==> config.mk <==
export PLATFORM = sky130hd
export DESIGN_NAME = layer_sequencer
export DESIGN_NICKNAME = d
export VERILOG_FILES = /design/src/rtl/layer_ctrl_pkg.sv /design/src/rtl/layer_sequencer_word_buffer.sv /design/src/rtl/layer_sequencer.sv
export SDC_FILE = /design/constraint.sdc
export NUM_CORES = 1
export LEC_CHECK = 0
export ABC_AREA = 1
export CORE_MARGIN = 3
export CORE_UTILIZATION = 50
export CTS_CLUSTER_SIZE = 8
export DETAILED_ROUTE_END_ITERATION = 8
export PLACE_DENSITY = 0.7
export SETUP_SLACK_MARGIN = 0.15
export SYNTH_ARGS = -nofsm -noshare
export SYNTH_HDL_FRONTEND = slang
export SYNTH_SLANG_ARGS = --single-unit
==> constraint.sdc <==
create_clock -name clk -period 3.75 [get_ports clk]
set_clock_uncertainty 0.15 [all_clocks]
set_input_delay 0.75 -clock clk [delete_from_list [all_inputs] [get_ports clk]]
set_output_delay 0.75 -clock clk [all_outputs]
set_load 0.01 [all_outputs]
==> src/rtl/layer_ctrl_pkg.sv <==
// Shared types and helpers for the layer sequencer.
//   state_t : sequencer phases FILL -> RST -> LOAD -> COMPUTE -> DRAIN
//   cnt_w   : width of a counter that must reach n (inclusive)
package layer_ctrl_pkg;

  typedef enum logic [2:0] {FILL, RST, LOAD, COMPUTE, DRAIN} state_t;

  function automatic int cnt_w(input int n);
    return $clog2(n + 1);
  endfunction

endpackage

==> src/rtl/layer_sequencer_word_buffer.sv <==
// word_buffer: SIZE x DEPTH register file, one synchronous write port and
// one asynchronous read port. Contents are never cleared.
//   i_clk            clock
//   i_we/i_waddr/i_wdata  write port (rising edge)
//   i_raddr -> o_rdata    combinational read
module word_buffer
  import layer_ctrl_pkg::*;
#(
  parameter  int SIZE  = 3,
  parameter  int DEPTH = 16,
  localparam int AW    = (SIZE > 1) ? $clog2(SIZE) : 1
) (
  input  logic             i_clk,
  input  logic             i_we,
  input  logic [AW-1:0]    i_waddr,
  input  logic [DEPTH-1:0] i_wdata,
  input  logic [AW-1:0]    i_raddr,
  output logic [DEPTH-1:0] o_rdata
);

  logic [DEPTH-1:0] r_mem [SIZE];

  always_ff @(posedge i_clk) begin
    if (i_we) r_mem[i_waddr] <= i_wdata;
  end

  assign o_rdata = r_mem[i_raddr];

endmodule

==> src/rtl/layer_sequencer.sv <==
// layer_sequencer: collects SIZE words from an input stream, replays them
// back-to-back into a non-stallable layer (plus LAT zero words to fill its
// pipeline), captures SIZE results and streams them out.
//   clk, rst          clock, async active-high reset
//   flush             synchronous abort back to FILL
//   in_valid/in_data/in_ready     input stream
//   layer_rst/input_select/layer_x/layer_y  layer interface
//   out_valid/out_data/out_ready  output stream
//   busy, frame_done  status
module layer_sequencer
  import layer_ctrl_pkg::*;
#(
  parameter int SIZE  = 3,
  parameter int DEPTH = 16,
  parameter int LAT   = 4
) (
  input  logic             clk,
  input  logic             rst,
  input  logic             flush,
  input  logic             in_valid,
  input  logic [DEPTH-1:0] in_data,
  output logic             in_ready,
  output logic             layer_rst,
  output logic             input_select,
  output logic [DEPTH-1:0] layer_x,
  input  logic [DEPTH-1:0] layer_y,
  output logic             out_valid,
  output logic [DEPTH-1:0] out_data,
  input  logic             out_ready,
  output logic             busy,
  output logic             frame_done
);

  localparam int CW = cnt_w(SIZE + LAT);
  localparam int AW = (SIZE > 1) ? $clog2(SIZE) : 1;
  localparam logic [CW-1:0] SIZE_C    = CW'(SIZE);
  localparam logic [CW-1:0] SIZE_LAST = CW'(SIZE - 1);
  localparam logic [CW-1:0] LOAD_LAST = CW'(SIZE + LAT - 1);

  state_t           r_state, w_nxt_state;
  // One counter serves every phase (k, j, c, m); it is cleared on each exit.
  logic [CW-1:0]    r_cnt, w_nxt_cnt;
  logic             w_in_hs, w_out_hs, w_ib_we, w_rb_we, w_drain_last;
  logic [DEPTH-1:0] w_ib_rdata, w_rb_rdata, w_out_nxt;

  logic             r_layer_rst, r_input_select, r_busy, r_frame_done;
  logic [DEPTH-1:0] r_layer_x, r_out_data;

  // rst gate keeps in_ready low while held, since r_state already reads FILL.
  assign in_ready  = !rst && (r_state == FILL) && !flush;
  assign out_valid = (r_state == DRAIN) && !flush;
  assign w_in_hs   = in_valid && in_ready;
  assign w_out_hs  = out_valid && out_ready;

  always_comb begin
    w_nxt_state  = r_state;
    w_nxt_cnt    = r_cnt;
    w_ib_we      = 1'b0;
    w_rb_we      = 1'b0;
    w_drain_last = 1'b0;
    case (r_state)
      FILL: begin
        if (w_in_hs) begin
          w_ib_we = 1'b1;
          if (r_cnt == SIZE_LAST) begin
            w_nxt_state = RST;
            w_nxt_cnt   = '0;
          end else begin
            w_nxt_cnt = r_cnt + 1'b1;
          end
        end
      end
      RST: begin
        w_nxt_state = LOAD;
        w_nxt_cnt   = '0;
      end
      LOAD: begin
        if (r_cnt == LOAD_LAST) begin
          w_nxt_state = COMPUTE;
          w_nxt_cnt   = '0;
        end else begin
          w_nxt_cnt = r_cnt + 1'b1;
        end
      end
      COMPUTE: begin
        w_rb_we = !flush;
        if (r_cnt == SIZE_LAST) begin
          w_nxt_state = DRAIN;
          w_nxt_cnt   = '0;
        end else begin
          w_nxt_cnt = r_cnt + 1'b1;
        end
      end
      DRAIN: begin
        if (w_out_hs) begin
          if (r_cnt == SIZE_LAST) begin
            w_nxt_state  = FILL;
            w_nxt_cnt    = '0;
            w_drain_last = 1'b1;
          end else begin
            w_nxt_cnt = r_cnt + 1'b1;
          end
        end
      end
      default: begin
        w_nxt_state = FILL;
        w_nxt_cnt   = '0;
      end
    endcase
    if (flush) begin
      w_nxt_state = FILL;
      w_nxt_cnt   = '0;
    end
  end

  always_ff @(posedge clk or posedge rst) begin
    if (rst) begin
      r_state <= FILL;
      r_cnt   <= '0;
    end else begin
      r_state <= w_nxt_state;
      r_cnt   <= w_nxt_cnt;
    end
  end

  // Both buffers are read at the next-cycle index so registered outputs line
  // up with the state they belong to.
  word_buffer #(.SIZE(SIZE), .DEPTH(DEPTH)) u_ibuf (
    .i_clk   (clk),
    .i_we    (w_ib_we),
    .i_waddr (r_cnt[AW-1:0]),
    .i_wdata (in_data),
    .i_raddr (w_nxt_cnt[AW-1:0]),
    .o_rdata (w_ib_rdata)
  );

  word_buffer #(.SIZE(SIZE), .DEPTH(DEPTH)) u_rbuf (
    .i_clk   (clk),
    .i_we    (w_rb_we),
    .i_waddr (r_cnt[AW-1:0]),
    .i_wdata (layer_y),
    .i_raddr (w_nxt_cnt[AW-1:0]),
    .o_rdata (w_rb_rdata)
  );

  // Bypass covers SIZE=1, where the first result is written on the same edge
  // that enters DRAIN.
  assign w_out_nxt = (w_rb_we && (r_cnt[AW-1:0] == w_nxt_cnt[AW-1:0])) ? layer_y : w_rb_rdata;

  always_ff @(posedge clk or posedge rst) begin
    if (rst) begin
      r_layer_rst    <= 1'b1;
      r_input_select <= 1'b1;
      r_layer_x      <= '0;
      r_out_data     <= '0;
      r_busy         <= 1'b0;
      r_frame_done   <= 1'b0;
    end else begin
      r_layer_rst    <= (w_nxt_state == FILL) || (w_nxt_state == RST);
      r_input_select <= (w_nxt_state != COMPUTE);
      r_layer_x      <= ((w_nxt_state == LOAD) && (w_nxt_cnt < SIZE_C)) ? w_ib_rdata : '0;
      if (w_nxt_state == DRAIN) r_out_data <= w_out_nxt;
      r_busy         <= (w_nxt_state != FILL);
      r_frame_done   <= w_drain_last;
    end
  end

  assign layer_rst    = r_layer_rst;
  assign input_select = r_input_select;
  assign layer_x      = r_layer_x;
  assign out_data     = r_out_data;
  assign busy         = r_busy;
  assign frame_done   = r_frame_done;

endmodule
---- Yosys cells after proc, flatten, opt, wreduce, memory -nomap -nowiden ----
Memories as Yosys holds them, arrays and structs flattened. A register that Yosys moved wholly into a read port is not among the register bits.
Index checks and enable logic that the tools add are counted.
word-level totals
  register bits after elaboration ......... 26
  latch bits .............................. 0
  bits in writable memories ............... 96
  ROM bits ................................ 0
  logic and storage cells ................. 58
  memories kept ........................... 2
operators by class
  add/sub/neg operators ................... 1
  $mul .................................... 0
  div/mod/pow operators ................... 0
  $lt $le $gt $ge ......................... 1
  equal/unequal tests ..................... 10
  shifts and indexed selects .............. 0
  multiplexer cells ....................... 25
  bitwise gates (word level) .............. 0
  reduce and logical (&&, ||, !) cells .... 12
memory list
  name          depth  bits a word  rd ports  clocked after memory_dff  wr ports  line                               text
  u_ibuf.r_mem  3      16           1         0                         1         layer_sequencer_word_buffer.sv:21  logic [DEPTH-1:0] r_mem [SIZE];
  u_rbuf.r_mem  3      16           1         1                         1         layer_sequencer_word_buffer.sv:21
operators by type and width
  cell                                                                           number
  3-bit 2-to-1 mux                                                               12
  16-bit 2-to-1 mux                                                              1
  3-bit one-hot mux with 5 select lines                                          1
  3-bit by 2-bit == test with 1-bit output (second input constant)               4
  3-bit one-hot mux with 4 select lines                                          1
  1-bit 2-to-1 mux                                                               10
  3-bit == test (second input constant)                                          3
  3-bit by 1-bit == test with 1-bit output (second input constant)               2
  1-bit logical AND                                                              6
  3-bit zero test                                                                2
  3-bit by 1-bit adder with 3-bit output (second input constant)                 1
  3-bit by 2-bit less-than comparator with 1-bit output (second input constant)  1
  3-bit by 2-bit inequality test with 1-bit output (second input constant)       1
  3-bit nonzero test                                                             1
  1-bit zero test                                                                2
  1-bit logical OR                                                               1

---- Logic depth before layout (Yosys ltp) ----
Gate-level depths: netlist of run 1.
  depth after elaboration ................. 10
  mapped depth ............................ 15
  depth with buffers taken out ............ 14

---- By module ----
From an unflattened synthesis of run 1, not the netlist that was laid out.
unflattened totals
  cells, all modules ...................... 630
  area total of the unflattened synthesis .. 6113.4 µm²
by module, submodules not included
  module           instances  cells an instance  area each (µm²)  sequential area each (µm²)
  word_buffer      2          173                1971.9           1441.4
  layer_sequencer  1          284                2169.6           1053.5

---- Worst setup path after synthesis of run 1 ----
Ideal clock, no wire load.
  path type ............................... input to register
  start point ............................. input port rst
  end point ............................... memory u_ibuf.r_mem[0][0], enable pin
  arrival time ............................ 3305 ps
  required time ........................... 3191 ps
  slack ................................... -114 ps
  cell stages on the path ................. 3
  buffers on the path ..................... 0
  cells stage by stage .................... inv_1 -> nand4_1 -> nor3_1
between the ends
  cells in the longest elaborated chain, start to end .. 8
ends and longest elaborated chain
  what                                    line                               text
  start: declaration                      layer_sequencer.sv:18              input logic rst,
  1-bit zero test (no source line)        -
  1-bit logical AND (2 in series)         layer_sequencer.sv:50              assign in_ready = !rst && (r_state == FILL) && !flush;
  1-bit logical AND                       layer_sequencer.sv:52              assign w_in_hs = in_valid && in_ready;
  1-bit 2-to-1 mux                        layer_sequencer.sv:63              if (w_in_hs) begin
  1-bit 2-to-1 mux                        layer_sequencer.sv:61              case (r_state)
  1-bit 2-to-1 mux                        layer_sequencer_word_buffer.sv:24  if (i_we) r_mem[i_waddr] <= i_wdata;
  1-bit 2-to-1 mux (not written as such)  layer_sequencer_word_buffer.sv:24
  end: declaration                        layer_sequencer_word_buffer.sv:21
No other way between the ends.

---- Final worst setup path of run 1 ----
  start point ............................. input port flush
  end point ............................... output port in_ready
between the ends
  cells in the longest elaborated chain, start to end .. 2
ends and longest elaborated chain
  what                line                   text
  start: declaration  layer_sequencer.sv:19  input logic flush,
  1-bit zero test     layer_sequencer.sv:50
  1-bit logical AND   layer_sequencer.sv:50
  end: declaration    layer_sequencer.sv:22  output logic in_ready,
No other way between the ends.

==> flow_summary.toml, run 1 <==
[setup_path]
start_kind = "input pin"
crit_family = "buffers and inverters"
crit_arrival_ns = 2.32
critPathKind = "input pin to output port"
critPathCaptureType = "output port"
crit_path_top_delay_cell = "clkdlybuf4s50_1"
crit_buf_inv = 2
required_ns = 2.85
cp_max_fo = 5
cp_cell_sequence = "clkdlybuf4s50_1 > nor2_1 > nand2_1 > nor2_1 > clkdlybuf4s50_1"
critPathMaxStageDelay_ns = 0.57

[clocking]
clock_sinks = 138
cts_inserted_buffers = 17
cts_tree = "yes"
clkTransAtPathRegs_ns = 0.05
htreeDepth = 4
cts_setup_buffers = 0
postCtsHoldBufs = 0
cts_resized = 0
cts.path.max_buffers = 2
cts-root-buf = "clkbuf_16"
clk_latency_ns = 0.41

[pwr]
p_switching_mw = 0.687
powerDensity_nw_per_um2 = 475
leakagePower_nw = 3.13
power_frac_comb = 0.052
p_int_mw = 2.75
ir_worst_vdd_mv = 0.275
power.share.sequential = 0.482
swShare = 0.200
clock_power_share = 0.466

[placed_design]
port_buffers = 74
dp.final_hpwl_mm = 7.63
dp_slack_ns = 0.474
gp_congestion = 0.851

[route]
routed_via_density = 5.17
firstDrtPassIters = 4
wl_per_cell_um = 15.7
vias = 4011
totalWireLength_mm = 12.2
ant_nets = 0
drc = 0
drt_iter0_drc = 251

[grt]
grt_overflow = 0
grt_pass1_vias = 4044
grt_start_max_net_pins = 45
antenna_found_initial = 0
grt.total_usage = 0.204
grt_pass1_wl_mm = 20.0

[timing]
setup_ws_ns = 0.531
rsz0062_at_grt = "false"
min_period_over_period = 0.858
hold_viol_final = 0
holdWs_ns = 0.328
relSlewSlack = 0.655
worstMarginPinSlew_ns = 0.517
setup_violations = 0
max_freq_ghz = 0.311
finalSetupTns_ns = 0
drv_slew = 0
fin_crit_ns = 3.22

[floorplan]
core-area_um2 = 11000
ios = 75
die_y_um = 113
start_util = 0.520
die_w_um = 113
dieArea_um2 = 12700
rows = 38

[logic_synthesis]
synthDistinctLibCells = 23
syn_inst = 535
synthXorXnorAreaFrac = 0
netlist_area_um2 = 5710
synth_top_family_by_area = "simple AND/OR/NAND/NOR gates"
async_reset_ff_frac = 0.304
synth-main-ff-cell = "edfxtp_1"
yosys_warnings = 0
synth_edf_count = 96
synth_compound_area_frac = 0.00307
synth-simple-area-share = 0.254
synthMuxAreaShare = 0
synth-seq-cells = 138
synthAdderAreaFrac = 0
synth_area_per_cell_um2 = 10.7
ys_seq_area_frac = 0.689
syn_nets = 572

[layout]
final_common_cell = "nand2_1"
antennaDiodeCount = 0
register_area_um2 = 3940
syn_to_final_growth_pct = 26.8
drive_above_1_share = 0.101
multi_input_area_um2 = 1480
n_fill_cell = 823
layout.nets = 660
layout_common_cells = "nand2_1, edfxtp_1, nand3_1, clkdlybuf4s50_1, nor2_1"

[run]
max_cap_viol_count = 0

[outcome]
status = "finished, final reports clean"

[hold_path]
hold_path_class = "flop to flop"
==> power groups by stage <==
stage	registers, mW	logic [mW]	clock network [mW]
6_report	1.66	0.178	1.60
5_1_grt	1.66	0.197	1.69
3_5_place_dp	1.69	0.177	0
2_1_floorplan	1.69	0.0796	0
3_3_place_gp	1.69	0.173	0
4_1_cts	1.66	0.179	1.63
==> logic make-up (layout without fill, tap and decap cells) <==
| logic type | count (synthesis) | in the layout |
|---|---|---|
| and+or+nand+nor | 320 | 320 |
| DFF | 138 | 138 |
| buffers and inverters | 74 | 175 |
| AOI/OAI and AO/OA | 3 | 3 |
==> tightest hold or removal path: stages (launching register included) <==
cell,delay (ns)
dfrtp_1,0.34
nand2_1,0.05
nand2_1,0.05
==> synth_stat cells (3+ instances only) <==
master      n  share of area
buf_2      12          0.011
dfrtp_1    40           0.18
nand2_2     4         0.0044
buf_4       3         0.0039
clkbuf_1    5         0.0033
nand3_1    90          0.079
inv_2       4         0.0026
nor2_4      3         0.0059
nor2_1     49          0.032
inv_1      47          0.031
nand2_1   148          0.097
edfxtp_1   96           0.50
nand3b_1   17          0.022
buf_1       3         0.0020
==> per-stage QoR <==
step	instance area, µm²	std cells	util	power, mW
after floorplan	5720	535	-	1.77
after global placement	6670	744	0.607	1.86
after detailed placement	6670	744	0.607	1.87
after CTS	7240	776	0.659	3.46
after global routing	7240	776	0.659	3.54
final	7240	776	0.659	3.44
==> layout make-up <==
| cell class | instances | area share |
|---|---|---|
| Timing Repair Buffer | 92 | 0.123 |
| Sequential cell | 138 | 0.544 |
| Inverter | 51 | 0.0264 |
| Clock buffer | 20 | 0.0603 |
| Clock inverter | 12 | 0.0180 |
| Tap cell | 140 | 0.0242 |
| Multi-Input combinational cell | 323 | 0.204 |
==> path summary, 6_finish.rpt <==
path,from,endpoint,slack (ns),depth (start not counted)
worst max-delay path,flush,in_ready,0.53,5
worst max register to register,r_state[2],layer_x[14],1.29,9
min in group asynchronous,rst,layer_x[3],0.60,3
worst min register to register,out_data[13],out_data[13],0.33,2
worst min-delay path,out_data[13],out_data[13],0.33,2
max in group asynchronous,rst,layer_rst,2.48,3
==> layer usage <==
metal	GRT usage	wire [µm]	share of wire
met2	0.334	6020	0.49
met4	0.107	266	0.022
met5	0	0	0
met3	0.0476	603	0.049
met1	0.253	5320	0.44
==> flip-flops by register name, summed over array words and instances, names as in the netlist <==
signal and count:
input_select 1, u_ibuf.r_mem 48, r_state 3, u_rbuf.r_mem 48, layer_x 16, out_data 16, r_cnt 3, layer_rst 1
busy 1, frame_done 1
Note: power is estimated with default switching activity, not from simulation.
==> run 2: changes to the inputs <==
--- a/config.mk
+++ b/config.mk
@@ -6,11 +6,13 @@
 export NUM_CORES = 1
 export LEC_CHECK = 0
 export ABC_AREA = 1
+export CELL_PAD_IN_SITES_DETAIL_PLACEMENT = 1
+export CELL_PAD_IN_SITES_GLOBAL_PLACEMENT = 1
 export CORE_MARGIN = 3
-export CORE_UTILIZATION = 50
+export CORE_UTILIZATION = 43
 export CTS_CLUSTER_SIZE = 8
 export DETAILED_ROUTE_END_ITERATION = 8
-export PLACE_DENSITY = 0.7
+export PLACE_DENSITY = 0.76
 export SETUP_SLACK_MARGIN = 0.15
 export SYNTH_ARGS = -nofsm -noshare
 export SYNTH_HDL_FRONTEND = slang
==> run 2 against run 1 <==
Compared with the run above:
- register-to-register slack worse by 0.34 ns
- die area is 15% higher
- global-route usage rose by 0.53 points
- largest cell class unchanged
- clock power rose by 5%
- worst hold slack improved by 0.012 ns
- final area up 0.50%
==> flow_summary.toml, run 2 (synthesis results as in run 1) <==
[timing]
setup_violations = 0
relSlewSlack = 0.497
finalSetupTns_ns = 0
max_freq_ghz = 0.311
rsz0062_at_grt = "false"
hold_viol_final = 0
drv_slew = 0
fin_crit_ns = 3.22
worstMarginPinSlew_ns = 0.754
min_period_over_period = 0.858

[pwr]
clock_power_share = 0.477
ir_worst_vdd_mv = 0.278
p_switching_mw = 0.700
powerDensity_nw_per_um2 = 483
p_int_mw = 2.81
power_mw = 3.51
leakagePower_nw = 3.12
power_frac_comb = 0.051
swShare = 0.199
power.share.sequential = 0.472

[layout]
antennaDiodeCount = 0
layout_common_cells = "nand2_1, edfxtp_1, nand3_1, clkdlybuf4s50_1, nor2_1"
register_area_um2 = 3940
n_fill_cell = 1376
layout.nets = 657
top_regs = "u_ibuf.r_mem x48, u_rbuf.r_mem x48"
final_common_cell = "nand2_1"
multi_input_area_um2 = 1480
drive_above_1_share = 0.0995
syn_to_final_growth_pct = 27.4

[clocking]
cts_setup_buffers = 0
cts_resized = 0
postCtsHoldBufs = 0
cts.path.max_buffers = 2
clk_latency_ns = 0.42
cts-root-buf = "clkbuf_16"
clkTransAtPathRegs_ns = 0.05
cts_inserted_buffers = 17
cts_tree = "yes"
clock_sinks = 138
htreeDepth = 4

[setup_path]
reg2regPathDepth = 10
crit_buf_inv = 2
r2r_end = "layer_x[14]"
critPathCaptureType = "output port"
r2r_slack_ns = 0.95
crit_family = "buffers and inverters"
required_ns = 2.85
r2r_start = "r_state[0]"
cp_max_fo = 5
critPathMaxStageDelay_ns = 0.56
crit_arrival_ns = 2.32
crit_path_top_delay_cell = "clkdlybuf4s50_1"
critPathKind = "input pin to output port"
start_kind = "input pin"
cp_cell_sequence = "clkdlybuf4s50_1 > nor2_1 > nand2_1 > nor2_1 > clkdlybuf4s50_1"

[hold_path]
holdPathStages = 2
hold_path_class = "flop to flop"
min_from = "out_data[10]"
min_to = "out_data[10]"

[route]
drc = 0
wl_per_cell_um = 18.1
drt_iter0_drc = 195
ant_nets = 0
vias = 4061
totalWireLength_mm = 14.5
firstDrtPassIters = 4
routed_via_density = 5.04

[floorplan]
dieArea_um2 = 14700
core-area_um2 = 12800
rows = 41
start_util = 0.445
die_w_um = 121
die_y_um = 121
ios = 75

[grt]
antenna_found_initial = 0
grt_start_max_net_pins = 70
grt_pass1_vias = 4494
grt.total_usage = 0.209
grt_pass1_wl_mm = 23.2
grt_overflow = 0

[run]
max_cap_viol_count = 0

[placed_design]
port_buffers = 74
gp_congestion = 0.789
dp.final_hpwl_mm = 9.01

[outcome]
status = "finished, final reports clean"
## run 2: cell count changes in the layout (fill, tap and decap cells not counted), sizes merged
cell,before,now
clkinv,9,5
buf,18,15
clkbuf,20,23
clkinvlp,0,1
## run 2: layer usage
metal | track usage | part of all wire
met3 | 0.0466 | 0.035
met2 | 0.375 | 0.54
met4 | 0.0812 | 0.017
met1 | 0.244 | 0.41
met5 | 0 | 0
## run 2: per-stage QoR
step           std cells  utilization  setup WS (ns)  hold WS (ns)  area (µm²)
3_3_place_gp         773        0.521          0.355         0.313        6680
6_report             805        0.567          0.533         0.340        7270
2_1_floorplan        535            -          0.299         0.365        5720
3_5_place_dp         773        0.521          0.184         0.319        6680
4_1_cts              805        0.567          0.537         0.344        7270
5_1_grt              805        0.567          0.322         0.365        7270
## run 2: final cells by class
cell class | count | area share
sequential | 138 | 0.541
multi-input combinational | 323 | 0.203
timing repair buffer | 89 | 0.117
clock buffer | 23 | 0.0657
tap | 172 | 0.0296
inverter | 51 | 0.0263
clock inverter | 9 | 0.0165
## run 2: worst max-delay path by stage
stage / start / endpoint / cells after the start
after global routing: flush / layer_x[14] / 11
after CTS: flush / in_ready / 5
after detailed placement: flush / layer_x[14] / 10
after floorplan: rst / u_ibuf.r_mem[1][0] / 3
final: flush / in_ready / 5
after global placement: flush / layer_x[6] / 10
## run 2: worst min-delay path: cells and delay by family, from the launching register on
family | cells | cell delay (ns)
flops | 1 | 0.34
simple gates | 2 | 0.12
## run 2: power by group through the flow
stage / registers [mW] / logic, mW / clock network (mW)
5_1_grt: 1.66 / 0.197 / 1.76
4_1_cts: 1.66 / 0.181 / 1.70
3_5_place_dp: 1.69 / 0.178 / 0
3_3_place_gp: 1.69 / 0.171 / 0
2_1_floorplan: 1.69 / 0.0796 / 0
6_report: 1.66 / 0.178 / 1.68
==> run 3: changes to the inputs <==
--- a/config.mk
+++ b/config.mk
@@ -6,14 +6,15 @@
 export NUM_CORES = 1
 export LEC_CHECK = 0
 export ABC_AREA = 1
-export CELL_PAD_IN_SITES_DETAIL_PLACEMENT = 1
-export CELL_PAD_IN_SITES_GLOBAL_PLACEMENT = 1
+export CELL_PAD_IN_SITES_DETAIL_PLACEMENT = 0
+export CELL_PAD_IN_SITES_GLOBAL_PLACEMENT = 2
 export CORE_MARGIN = 3
-export CORE_UTILIZATION = 43
+export CORE_UTILIZATION = 36
 export CTS_CLUSTER_SIZE = 8
 export DETAILED_ROUTE_END_ITERATION = 8
-export PLACE_DENSITY = 0.76
+export PLACE_DENSITY_LB_ADDON = 0.25
 export SETUP_SLACK_MARGIN = 0.15
+export SLEW_MARGIN = 30
 export SYNTH_ARGS = -nofsm -noshare
 export SYNTH_HDL_FRONTEND = slang
 export SYNTH_SLANG_ARGS = --single-unit
==> run 3 against run 2 <==
Compared with the run above:
- sequential share of layout area fell by 0.46 points
- core utilization fell by 9.0 points
- non-clock buffer count rose by 1
- clock power barely moved
- die area rose by 18%
- critical path type unchanged
- largest cell class unchanged
==> flow_summary.toml, run 3 (synthesis results as in run 1) <==
[outcome]
status = "finished, final reports clean"

[layout]
layout.nets = 658
postLayoutCellArea_um2 = 7340
fin_cells = 845
antennaDiodeCount = 0
layout_common_cells = "nand2_1, edfxtp_1, nand3_1, clkdlybuf4s50_1, nor2_1"
n_fill_cell = 1424
drive_above_1_share = 0.0978
syn_to_final_growth_pct = 28.5
final_common_cell = "nand2_1"
top_regs = "u_ibuf.r_mem x48, u_rbuf.r_mem x48"

[clocking]
clkTransAtPathRegs_ns = 0.06
cts_tree = "yes"
cts_setup_buffers = 0
cts_resized = 0
postCtsHoldBufs = 0
cts.path.max_buffers = 2
cts-root-buf = "clkbuf_16"
htreeDepth = 4
cts_inserted_buffers = 17
clock_sinks = 138
clk_latency_ns = 0.42

[setup_path]
r2r_slack_ns = 1.06
crit_family = "buffers and inverters"
start_kind = "input pin"
cp_cell_sequence = "clkdlybuf4s50_1 > nor2_1 > nand2_1 > nor2_1 > clkdlybuf4s50_1"
critPathMaxStageDelay_ns = 0.56
crit_buf_inv = 2
crit_path_top_delay_cell = "clkdlybuf4s50_1"
reg2regPathDepth = 9
r2r_end = "out_data[9]"
crit_arrival_ns = 2.32
cp_max_fo = 5
critPathKind = "input pin to output port"
r2r_start = "r_cnt[1]"
critPathCaptureType = "output port"
required_ns = 2.85

[floorplan]
core-area_um2 = 15400
rows = 45
dieArea_um2 = 17400
die_y_um = 132
ios = 75
start_util = 0.372
die_w_um = 132

[grt]
grt_overflow = 0
busiest_layer = "met2"
grt.total_usage = 0.153
grt_pass1_vias = 3904
grt_use_met1 = 0.185
grt_pass1_wl_mm = 20.6
grtUsageMet3 = 0.0435
grtUsageMet2 = 0.260
antenna_found_initial = 0
grt_start_max_net_pins = 42

[timing]
drv_slew = 0
finalSetupTns_ns = 0
min_period_over_period = 0.858
rsz0062_at_grt = "false"
hold_viol_final = 0
worstMarginPinSlew_ns = 0.858
setup_violations = 0
relSlewSlack = 0.427
fin_crit_ns = 3.22
holdWs_ns = 0.329
max_freq_ghz = 0.311

[route]
wl_per_cell_um = 15.2
firstDrtPassIters = 4
drc = 0
ant_nets = 0
totalWireLength_mm = 12.8
drt_iter0_drc = 238
routed_via_density = 4.62
vias = 3906

[hold_path]
min_to = "out_data[1]"
holdPathStages = 2
hold_path_class = "flop to flop"
min_from = "out_data[1]"

[pwr]
power_mw = 3.52
leakagePower_nw = 3.13
ir_worst_vdd_mv = 0.263
powerDensity_nw_per_um2 = 480

[placed_design]
placed_cell_area_um2 = 6750
dpl.cell_count = 813
dp.final_hpwl_mm = 8.15
gp_congestion = 0.774
port_buffers = 74

[run]
max_cap_viol_count = 0
-- run 3: cell type report --
class                   count  area (µm²)  area share
flip-flops and latches    138        3940       0.536
clock buffers              21         440      0.0600
inverters                  51         191      0.0261
clock inverters            11         151      0.0206
well taps                 211         264      0.0360
multi-input cells         323        1480       0.202
repair buffers             90         873       0.119
-- run 3: where the power goes --
group	switching, mW	total, mW	internal (mW)
sequential	0.00781	1.66	1.65
clock	0.583	1.68	1.10
combinational	0.105	0.179	0.0745
total	0.695	3.52	2.82
-- run 3: how the worst max path moves through the flow --
| stage | start | endpoint | slack (ns) | cells after the start |
|---|---|---|---|---|
| final | flush | in_ready | 0.53 | 5 |
| after floorplan | rst | u_ibuf.r_mem[1][0] | 0.30 | 3 |
| after global routing | flush | in_ready | 0.41 | 5 |
| after CTS | flush | in_ready | 0.53 | 5 |
| after global placement | flush | out_data[6] | 0.44 | 10 |
| after detailed placement | flush | out_data[10] | 0.35 | 10 |
-- run 3: metrics by stage --
step	setup slack, ns	util
after floorplan	0.299	-
after CTS	0.527	0.477
after detailed placement	0.352	0.439
after global routing	0.414	0.477
after global placement	0.443	0.439
final	0.532	0.477
-- run 3: routing by layer --
layer  up-vias  part of all wire
li1       1945                 -
met1      1885              0.45
met2        68              0.51
met3         8             0.035
met4         0            0.0075
met5         -                 0
-- run 3: worst min-delay path, stage by stage (launching register included) --
cell and delay, ns:
dfrtp_1 0.34, nand2_1 0.05, nand2_1 0.05
